--- src/rtl/xbus_pkg.sv ---
// Shared types and constants for the data-bus fabric: FSM encoding,
// status register field positions and the default error read data.
package xbus_pkg;

  typedef enum logic [1:0] {
    ST_IDLE   = 2'd0,
    ST_ACTIVE = 2'd1,
    ST_DONE   = 2'd2
  } state_t;

  localparam int CNT_MSB = 31;
  localparam int CNT_LSB = 24;
  localparam int TO_BIT  = 17;
  localparam int UM_BIT  = 16;

  localparam logic [31:0] DEF_ERR_DATA = 32'hDEAD_BEEF;

  // Error counter sticks at its maximum instead of wrapping back to zero.
  function automatic logic [7:0] satInc8(input logic [7:0] v);
    return (v == 8'hFF) ? v : v + 8'd1;
  endfunction

endpackage

--- src/rtl/xbus_if.sv ---
// Bundle of the CPU data bus and the per-slave signals seen by the fabric.
// master = CPU plus peripherals, slave = the fabric itself.
interface xbus_if #(
  parameter int NSLAVES = 4
) ();

  logic [31:0]           wb_dbus_adr;
  logic [31:0]           wb_dbus_dat;
  logic [3:0]            wb_dbus_sel;
  logic                  wb_dbus_we;
  logic                  wb_dbus_cyc;
  logic [31:0]           wb_xbus_rdt;
  logic                  wb_xbus_ack;
  logic [NSLAVES-1:0]    s_cyc;
  logic [NSLAVES*32-1:0] s_rdt;
  logic [NSLAVES-1:0]    s_ack;
  logic                  irq;

  modport master (
    output wb_dbus_adr, wb_dbus_dat, wb_dbus_sel, wb_dbus_we, wb_dbus_cyc,
    output s_rdt, s_ack,
    input  wb_xbus_rdt, wb_xbus_ack, s_cyc, irq
  );

  modport slave (
    input  wb_dbus_adr, wb_dbus_dat, wb_dbus_sel, wb_dbus_we, wb_dbus_cyc,
    input  s_rdt, s_ack,
    output wb_xbus_rdt, wb_xbus_ack, s_cyc, irq
  );

endinterface

--- src/rtl/xbus_decode.sv ---
// Combinational address decoder: top address field -> one-hot slave select,
// status-register hit or unmapped. Lowest matching slave index wins.
module xbus_decode #(
  parameter int                       NSLAVES   = 4,
  parameter int                       AWIDTH    = 8,
  parameter logic [NSLAVES*AWIDTH-1:0] BASES    = 32'h7060_5040,
  parameter logic [AWIDTH-1:0]        STAT_ADDR = 8'h7F
) (
  input  logic [AWIDTH-1:0]  i_field,
  output logic [NSLAVES-1:0] o_sel,
  output logic               o_isStat,
  output logic               o_isUnmapped
);

  logic w_hit;

  // Slaves are checked before the status address so an overlapping base shadows it.
  always_comb begin
    o_sel = '0;
    w_hit = 1'b0;
    for (int i = 0; i < NSLAVES; i++) begin
      if (!w_hit && (i_field == BASES[i*AWIDTH +: AWIDTH])) begin
        o_sel[i] = 1'b1;
        w_hit    = 1'b1;
      end
    end
    o_isStat     = !w_hit && (i_field == STAT_ADDR);
    o_isUnmapped = !w_hit && !o_isStat;
  end

endmodule

--- src/rtl/xbus_fabric.sv ---
// Wishbone data-bus fabric: routes each CPU access to one decoded slave,
// registers the response, times out hung/unmapped accesses and logs faults.
module xbus_fabric
  import xbus_pkg::*;
#(
  parameter int                        NSLAVES   = 4,
  parameter int                        AWIDTH    = 8,
  parameter logic [NSLAVES*AWIDTH-1:0] BASES     = 32'h7060_5040,
  parameter logic [AWIDTH-1:0]         STAT_ADDR = 8'h7F,
  parameter int                        TIMEOUT   = 255,
  parameter logic [31:0]               ERR_DATA  = DEF_ERR_DATA
) (
  input logic   wb_clk,
  input logic   wb_rst,
  xbus_if.slave bus
);

  localparam logic [15:0] CNT_LAST = 16'(TIMEOUT - 1);

  state_t             r_state;
  state_t             w_next;
  logic [NSLAVES-1:0] r_sel;
  logic [15:0]        r_cnt;
  logic [31:0]        r_rdt;
  logic [7:0]         r_errCnt;
  logic               r_toFlag;
  logic               r_umFlag;
  logic [15:0]        r_faultAdr;

  logic [NSLAVES-1:0] w_decSel;
  logic               w_isStat;
  logic               w_isUnmapped;
  logic               w_slvAck;
  logic [31:0]        w_slvRdt;
  logic [31:0]        w_statWord;
  logic [NSLAVES-1:0] w_sCyc;
  logic               w_ack;
  logic               w_startSlave;
  logic               w_startLocal;
  logic               w_gotAck;
  logic               w_toFault;
  logic               w_umFault;
  logic               w_statWr;
  logic               w_statRd;
  logic               w_unused;

  xbus_decode #(
    .NSLAVES  (NSLAVES),
    .AWIDTH   (AWIDTH),
    .BASES    (BASES),
    .STAT_ADDR(STAT_ADDR)
  ) u_decode (
    .i_field     (bus.wb_dbus_adr[31:32-AWIDTH]),
    .o_sel       (w_decSel),
    .o_isStat    (w_isStat),
    .o_isUnmapped(w_isUnmapped)
  );

  assign w_unused = ^{bus.wb_dbus_sel, bus.wb_dbus_dat, bus.wb_dbus_adr};

  // Acks and data from slaves other than the latched one never reach the CPU.
  always_comb begin
    w_slvRdt = '0;
    for (int i = 0; i < NSLAVES; i++) begin
      if (r_sel[i]) w_slvRdt = w_slvRdt | bus.s_rdt[i*32 +: 32];
    end
  end
  assign w_slvAck = |(bus.s_ack & r_sel);

  always_comb begin
    w_statWord                  = '0;
    w_statWord[CNT_MSB:CNT_LSB] = r_errCnt;
    w_statWord[TO_BIT]          = r_toFlag;
    w_statWord[UM_BIT]          = r_umFlag;
    w_statWord[15:0]            = r_faultAdr;
  end

  always_ff @(posedge wb_clk or negedge wb_rst) begin
    if (!wb_rst) r_state <= ST_IDLE;
    else         r_state <= w_next;
  end

  always_comb begin
    w_next = r_state;
    w_sCyc = '0;
    w_ack  = 1'b0;
    case (r_state)
      ST_IDLE: begin
        if (bus.wb_dbus_cyc) w_next = (|w_decSel) ? ST_ACTIVE : ST_DONE;
      end
      ST_ACTIVE: begin
        w_sCyc = r_sel & {NSLAVES{bus.wb_dbus_cyc}};
        if (!bus.wb_dbus_cyc)            w_next = ST_IDLE;
        else if (w_slvAck)               w_next = ST_DONE;
        else if (r_cnt == CNT_LAST)      w_next = ST_DONE;
      end
      ST_DONE: begin
        w_ack  = 1'b1;
        w_next = ST_IDLE;
      end
      default: w_next = ST_IDLE;
    endcase
  end

  assign w_startSlave = (r_state == ST_IDLE) && bus.wb_dbus_cyc && (|w_decSel);
  assign w_startLocal = (r_state == ST_IDLE) && bus.wb_dbus_cyc && !(|w_decSel);
  assign w_gotAck     = (r_state == ST_ACTIVE) && bus.wb_dbus_cyc && w_slvAck;
  assign w_toFault    = (r_state == ST_ACTIVE) && bus.wb_dbus_cyc && !w_slvAck &&
                        (r_cnt == CNT_LAST);
  assign w_umFault    = w_startLocal && w_isUnmapped;
  assign w_statWr     = w_startLocal && w_isStat && bus.wb_dbus_we;
  assign w_statRd     = w_startLocal && w_isStat && !bus.wb_dbus_we;

  always_ff @(posedge wb_clk or negedge wb_rst) begin
    if (!wb_rst) begin
      r_sel      <= '0;
      r_cnt      <= '0;
      r_rdt      <= '0;
      r_errCnt   <= '0;
      r_toFlag   <= 1'b0;
      r_umFlag   <= 1'b0;
      r_faultAdr <= '0;
    end else begin
      if (w_startSlave) begin
        r_sel <= w_decSel;
        r_cnt <= '0;
      end else if (r_state == ST_ACTIVE) begin
        r_cnt <= r_cnt + 16'd1;
      end

      if (w_gotAck)                    r_rdt <= w_slvRdt;
      else if (w_toFault || w_umFault) r_rdt <= ERR_DATA;
      else if (w_statRd)               r_rdt <= w_statWord;
      else if (r_state == ST_DONE)     r_rdt <= '0;

      // A fault landing together with a status clear restarts the log at one entry.
      if (w_toFault || w_umFault) begin
        r_errCnt   <= w_statWr ? 8'd1 : satInc8(r_errCnt);
        r_toFlag   <= w_toFault || (r_toFlag && !w_statWr);
        r_umFlag   <= w_umFault || (r_umFlag && !w_statWr);
        r_faultAdr <= bus.wb_dbus_adr[15:0];
      end else if (w_statWr) begin
        r_errCnt   <= '0;
        r_toFlag   <= 1'b0;
        r_umFlag   <= 1'b0;
        r_faultAdr <= '0;
      end
    end
  end

  assign bus.s_cyc       = w_sCyc;
  assign bus.wb_xbus_ack = w_ack;
  assign bus.wb_xbus_rdt = r_rdt;
  assign bus.irq         = r_toFlag | r_umFlag;

endmodule

--- src/flat_wrapper.sv ---
// flat-port wrapper written by rule: the top's interface ports become plain ports
module xbus_fabric_flat import xbus_pkg::*;
#(
  parameter int                        NSLAVES   = 4,
  parameter int                        AWIDTH    = 8,
  parameter logic [NSLAVES*AWIDTH-1:0] BASES     = 32'h7060_5040,
  parameter logic [AWIDTH-1:0]         STAT_ADDR = 8'h7F,
  parameter int                        TIMEOUT   = 255,
  parameter logic [31:0]               ERR_DATA  = DEF_ERR_DATA
)
  (wb_clk, wb_rst, bus_wb_dbus_adr, bus_wb_dbus_dat, bus_wb_dbus_sel, bus_wb_dbus_we, bus_wb_dbus_cyc, bus_s_rdt, bus_s_ack, bus_wb_xbus_rdt, bus_wb_xbus_ack, bus_s_cyc, bus_irq);
  xbus_if #(.NSLAVES(NSLAVES)) bus_i ();
  input logic wb_clk;
  input logic wb_rst;
  input wire logic [$bits(bus_i.wb_dbus_adr)-1:0] bus_wb_dbus_adr;
  input wire logic [$bits(bus_i.wb_dbus_dat)-1:0] bus_wb_dbus_dat;
  input wire logic [$bits(bus_i.wb_dbus_sel)-1:0] bus_wb_dbus_sel;
  input wire logic [$bits(bus_i.wb_dbus_we)-1:0] bus_wb_dbus_we;
  input wire logic [$bits(bus_i.wb_dbus_cyc)-1:0] bus_wb_dbus_cyc;
  input wire logic [$bits(bus_i.s_rdt)-1:0] bus_s_rdt;
  input wire logic [$bits(bus_i.s_ack)-1:0] bus_s_ack;
  output wire logic [$bits(bus_i.wb_xbus_rdt)-1:0] bus_wb_xbus_rdt;
  output wire logic [$bits(bus_i.wb_xbus_ack)-1:0] bus_wb_xbus_ack;
  output wire logic [$bits(bus_i.s_cyc)-1:0] bus_s_cyc;
  output wire logic [$bits(bus_i.irq)-1:0] bus_irq;
  assign bus_i.wb_dbus_adr = bus_wb_dbus_adr;
  assign bus_i.wb_dbus_dat = bus_wb_dbus_dat;
  assign bus_i.wb_dbus_sel = bus_wb_dbus_sel;
  assign bus_i.wb_dbus_we = bus_wb_dbus_we;
  assign bus_i.wb_dbus_cyc = bus_wb_dbus_cyc;
  assign bus_i.s_rdt = bus_s_rdt;
  assign bus_i.s_ack = bus_s_ack;
  assign bus_wb_xbus_rdt = bus_i.wb_xbus_rdt;
  assign bus_wb_xbus_ack = bus_i.wb_xbus_ack;
  assign bus_s_cyc = bus_i.s_cyc;
  assign bus_irq = bus_i.irq;
  xbus_fabric #(.NSLAVES(NSLAVES), .AWIDTH(AWIDTH), .BASES(BASES), .STAT_ADDR(STAT_ADDR), .TIMEOUT(TIMEOUT), .ERR_DATA(ERR_DATA)) u_core (.wb_clk(wb_clk), .wb_rst(wb_rst), .bus(bus_i));
endmodule
--- config.mk ---
export PLATFORM = sky130hd
export DESIGN_NAME = xbus_fabric_flat
export DESIGN_NICKNAME = d
export VERILOG_FILES = /design/src/rtl/xbus_pkg.sv /design/src/rtl/xbus_if.sv /design/src/rtl/xbus_decode.sv /design/src/rtl/xbus_fabric.sv /design/src/flat_wrapper.sv
export SDC_FILE = /design/constraint.sdc
export NUM_CORES = 1
export LEC_CHECK = 0
export CAP_MARGIN = 20
export CORE_MARGIN = 5
export CORE_UTILIZATION = 36
export DETAILED_ROUTE_END_ITERATION = 6
export GPL_ROUTABILITY_DRIVEN = 0
export PLACE_DENSITY = 0.88
export SLEW_MARGIN = 20
export SYNTH_ARGS = -nofsm -noshare
export SYNTH_HDL_FRONTEND = slang
export SYNTH_SLANG_ARGS = --single-unit
--- constraint.sdc ---
create_clock -name wb_clk -period 2.06 [get_ports wb_clk]
set_input_delay 0.309 -clock wb_clk [delete_from_list [all_inputs] [get_ports wb_clk]]
set_output_delay 0.309 -clock wb_clk [all_outputs]
set_load 0.1 [all_outputs]
Word-level counts from Yosys, hierarchy flattened. Index checks and enable logic that the tools add are counted. Widths: inputs -> output; s select.

Register bits after elaboration: 80. Input port bits: 204. Output and inout bits: 38. Word-level logic and storage cells: 100.

$add $sub $neg: 2. Eq/ne operators: 12. Muxes and demuxes: 34. Bitwise operators: 6. Reduce and logical (&&, ||, !) cells: 38.

Operator list (number): $mux 32 (8); $or 32x32->32 (3); $mux 16 (4); $eq 8x7->1 const B (5); $mux 8 (4); $logic_and 1x1->1 (18); $add 16x1->16 const B (1); $eq 16x8->1 const B (1); $mux 1 (11); $mux 2 (5); $logic_not 1->1 (9); $add 8x1->8 const B (1); $and 4x4->4 (2); $eq 8x8->1 const B (1); $reduce_or 4->1 (2); $mux 4 (1); $ne 4x2->1 const B (1); $pmux 2 s2 (1); $reduce_and 2->1 (2); $reduce_bool 2->1 (2); $reduce_bool 4->1 (1); $logic_or 1x1->1 (3); $eq 2x1->1 const B (1); $eq 2x2->1 const B (1); other kinds (4) (4).

Logic depth before layout (Yosys ltp).
Depth after elaboration: 20. Gate-level depth with buffers: 9. Mapped depth without buffers: 7.

By module. A second synthesis with hierarchy kept.

Cells, all modules: 476. Area total of the unflattened synthesis: 4494.3 um^2.

By module, submodules not included: xbus_fabric (times used 1, cells an instance 466, area an instance 4415.5 um^2, sequential area each 2001.9 um^2); xbus_decode (times used 1, cells an instance 10, area an instance 78.8 um^2, sequential area each 0.0 um^2).

Worst setup path after synthesis. OpenSTA, ideal clock, no wires.

Path type: register to register. Start point: register u_core.r_state[1]. End point: register u_core.r_rdt[14], in the netlist u_core.bus.wb_xbus_rdt[14]. Setup time: 0.127 ns. Arrival: 2.499 ns. Required time: 1.933 ns. Setup slack: -0.565 ns. Stages on the path, launching flop included: 6. Path buffers: 1. Period minus slack after synthesis: 2.625 ns. Cells stage by stage: dfrtp_1 inv_1 nor2_1 nor3_2 buf_2 a221o_1.

Cells in the longest elaborated chain, start to end: 8. Elaborated cells on any way between the ends: 17. Classes of those cells: eq/ne (2); mux (3); reduce/logical (12).

RTL lines: start, declared (line xbus_fabric.sv:20) `state_t r_state;`; start signal, assigned (line xbus_fabric.sv:80) `else r_state <= w_next;`; $logic_not 2->1 (line xbus_fabric.sv:106) `assign w_startLocal = (r_state == ST_IDLE) && bus.wb_dbus_cyc && !(|w_decSel);`; $logic_and 1x1->1 (2 in series) (line xbus_fabric.sv:106); $logic_and 1x1->1 (2 in series) (line xbus_fabric.sv:112) `assign w_statRd = w_startLocal && w_isStat && !bus.wb_dbus_we;`; $mux 32 (line xbus_fabric.sv:133) `else if (w_statRd) r_rdt <= w_statWord;`; $mux 32 (line xbus_fabric.sv:132) `else if (w_toFault || w_umFault) r_rdt <= ERR_DATA;`; $mux 32 (line xbus_fabric.sv:131) `if (w_gotAck) r_rdt <= w_slvRdt;`; end signal, assigned (line xbus_fabric.sv:131); end signal, assigned (line xbus_fabric.sv:133); end, declared (line xbus_fabric.sv:24) `logic [31:0] r_rdt;`.

Parallel ways exist; a longest one is shown, timed or not. A chain may end at the register's enable or synchronous reset.

Worst setup path after layout.
Start point: input bus_wb_dbus_cyc. End point: register u_core.r_rdt[4], in the netlist u_core.bus.wb_xbus_rdt[4].

Cells in the longest elaborated chain, start to end: 7. Elaborated cells on any way between the ends: 14. Classes of those cells: mux (3); reduce/logical (11).

RTL lines: start, declared (line flat_wrapper.sv:19) `input wire logic [$bits(bus_i.wb_dbus_cyc)-1:0] bus_wb_dbus_cyc;`; $logic_and 1x1->1 (2 in series) (line xbus_fabric.sv:106); $logic_and 1x1->1 (2 in series) (line xbus_fabric.sv:112); $mux 32 (line xbus_fabric.sv:133); $mux 32 (line xbus_fabric.sv:132); $mux 32 (line xbus_fabric.sv:131).

Parallel ways exist; a longest one is shown, timed or not.

==> results.json <==
{
  "synth.distinct_cells": 54,
  "grt_max_degree": 43,
  "clk_pin_slew_worst_paths_ps": 60,
  "critPathLaunchType": "input port",
  "p_leak_nw": 3.04,
  "die_h_microns": 121,
  "hold_class": "register to register",
  "dr_total_vias": 4767,
  "clock-sinks": 80,
  "fin_crit_sh_pct": 99.3,
  "synth_top_area_share_pct": 45.5,
  "clock_latency_ps": 340,
  "drc": 0,
  "synth-seq-area-share_pct": 45.5,
  "reg2reg_depth": 10,
  "finalHoldWorstSlack_ps": 489,
  "rsz0062_at_grt": "true",
  "tns_ps": 0,
  "wl_per_cell_microns": 20.4,
  "multi_input_area_sq_mm": 0.00230,
  "fin_cells": 815,
  "cap_violations": 0,
  "drive_gt1_share_pct": 18.6,
  "numPortBuffers": 197,
  "p_sw_share_pct": 36.7,
  "ir_drop_mv": 0.464,
  "core-area_sq_mm": 0.0120,
  "register_area_sq_mm": 0.00200,
  "htreeDepth": 3,
  "path_class": "input port to register",
  "endpoint_kind": "register",
  "ys_warn_count": 0,
  "pre_cts_ws_ps": -393,
  "slew_headroom_pct": 62.2,
  "cts_buffers": 9,
  "powerDensity_mw_per_mm2": 763,
  "root_buffer": "clkbuf_16",
  "whs_path_depth": 1,
  "n_antenna_cell": 0,
  "drtIter0Drc": 306,
  "setup_slack_ps": 14.9,
  "clockBufferDepth": 2,
  "async_flop_share_pct": 100,
  "outcome": "completed",
  "grt_pass1_vias": 5055,
  "fmax_mhz": 489,
  "r2r_slack_ps": 40,
  "track_usage_pct": 22.2,
  "grt_pass1_wl_microns": 25900,
  "grt-ovfl-total": 0,
  "finalCriticalPeriod_ps": 2050,
  "seq_power_share_pct": 37.6,
  "final_max_slew_viol_count": 0,
  "synth_fp_nets": 648,
  "p_int_w": 0.00349,
  "synthCells": 441,
  "nets": 870,
  "die_w_microns": 121,
  "synth_area_leader_cell": "dfrtp_1",
  "dp_cells": 792,
  "ys.flop_type": "dfrtp_1",
  "cts_tree": "yes",
  "p_clk_share_pct": 27.5,
  "drtAntennaViolNets": 0,
  "hold_end": "u_core.bus.wb_xbus_rdt[23]",
  "path_max_fanout": 15,
  "hold_viol": 0,
  "core.rowCount": 40,
  "dieArea_sq_mm": 0.0145,
  "viasPerCell": 5.85,
  "hpwl_microns": 12100,
  "power_switching_w": 0.00202,
  "ys_top_cells_by_count": "dfrtp_1, a22oi_1, a22o_1, nand3_1, a211o_1",
  "power_frac_comb_pct": 34.9,
  "syn2layout_area_growth_pct": 64.1,
  "worstMarginPinSlew_ps": 567,
  "synth-seq-cells": 80,
  "setup_viol": 0,
  "cp.required_ps": 2270,
  "ioPinCount": 242,
  "yosysMostFrequentCell": "dfrtp_1",
  "netlist_area_sq_mm": 0.00440,
  "synth_edf_count": 0,
  "antenna_found_initial": 0,
  "hold_start": "u_core.bus.wb_xbus_rdt[23]",
  "skew_ps": 8.34,
  "start_util_pct": 36.7,
  "nFillCells": 951,
  "syn_area_per_cell_sq_um": 9.98,
  "synthTopCellsByArea": "dfrtp_1, a22oi_1, a22o_1",
  "drtPass1Iterations": 5,
  "crit_arrival_ps": 2260,
  "reg2reg_from": "u_core.r_cnt[0]",
  "r2r_end": "u_core.r_errCnt[1]",
  "wl_microns": 16600
}
cell families after synthesis:
| kind of cell | share of synthesized area (%) |
|---|---|
| AOI/OAI and AO/OA | 31.9 |
| and+or+nand+nor | 14.7 |
| DFF | 45.5 |
| buffers and inverters | 4.38 |
| xor gates and xnor gates | 2.19 |
| adders and majority gates | 0.853 |
| muxes | 0.483 |
metrics by stage:
stage | area, sq um | utilization, % | total power [W]
finish | 7230 | 60.2 | 0.00551
floorplan | 4410 | - | 0.00315
detailed placement | 6750 | 56.2 | 0.00393
global placement | 6750 | 56.2 | 0.00385
global route | 7230 | 60.2 | 0.00576
CTS | 7170 | 59.7 | 0.00550
metal layers:
layer | GRT usage [%] | vias to the layer above | share of wire [%]
li1 | - | 2158 | -
met1 | 25.2 | 2330 | 37
met2 | 39.0 | 230 | 51
met3 | 7.20 | 49 | 9.0
met4 | 8.07 | 0 | 3.2
met5 | 0 | - | 0
cell type report:
type,count,area share (%)
repair buffers,245,33.6
well taps,147,2.55
clock buffers,9,3.12
clock inverters,7,0.762
inverters,9,0.468
flip-flops and latches,80,27.7
multi-input cells,318,31.8
worst max-delay path by stage:
stage,startpoint,to,slack [ps],cells past startpoint
finish,bus_wb_dbus_cyc,u_core.bus.wb_xbus_rdt[4],10,7
global route,bus_wb_dbus_cyc,u_core.bus.wb_xbus_rdt[13],-70,7
CTS,u_core.r_cnt[0],u_core.r_errCnt[1],20,10
detailed placement,bus_wb_dbus_adr[25],u_core.r_faultAdr[8],-390,6
global placement,bus_wb_dbus_adr[25],u_core.r_faultAdr[9],-300,6
floorplan,u_core.r_cnt[0],u_core.bus.wb_xbus_rdt[14],60,8
power groups by stage:
stage	combinational, W	sequential [W]	clock [W]
floorplan	0.000649	0.00250	0
global placement	0.00179	0.00206	0
detailed placement	0.00185	0.00208	0
CTS	0.00190	0.00206	0.00153
global route	0.00205	0.00210	0.00161
finish	0.00192	0.00207	0.00151
cells in the final DEF (no fill, tap or decap), types with 3 or more instances in the layout:
master / count
inv_6: 3
nor2_1: 16
xor2_1: 5
nand3_1: 30
clkbuf_16: 10
buf_12: 10
nor2b_1: 3
a211o_1: 23
and2_1: 7
and3_1: 5
a22oi_1: 62
nand2_1: 21
buf_4: 72
a21oi_1: 21
clkdlybuf4s50_1: 156
a31oi_1: 4
o21ai_0: 12
xnor2_1: 6
or3_1: 5
dfrtp_1: 80
inv_1: 9
nand4_1: 5
a221o_1: 6
a22o_1: 37
nand2b_1: 5
worst max-delay path, stage by stage:
cell and delay [ps]:
clkdlybuf4s50_1 490, or3b_1 390, a21o_1 230, a21oi_1 290, nor3_4 80, buf_12 160, a221o_1 300
sequential cells by signal, summed over array words and instances (netlist names):
name / count
u_core.r_toFlag: 1
u_core.r_umFlag: 1
u_core.r_cnt: 16
u_core.r_faultAdr: 16
u_core.r_state: 2
u_core.r_sel: 4
u_core.bus.wb_xbus_rdt: 32
u_core.r_errCnt: 8
what timing repair did:
item                                    CTS  global route
hold endpoints to repair                 41             0
gates cloned                              2             1
setup buffers                             3             0
resized for setup                         9             9
hold buffers                              1             0
endpoints found under the setup margin   54            54
pin swaps                                 2             6
Note: power is estimated with default switching activity, not from simulation.
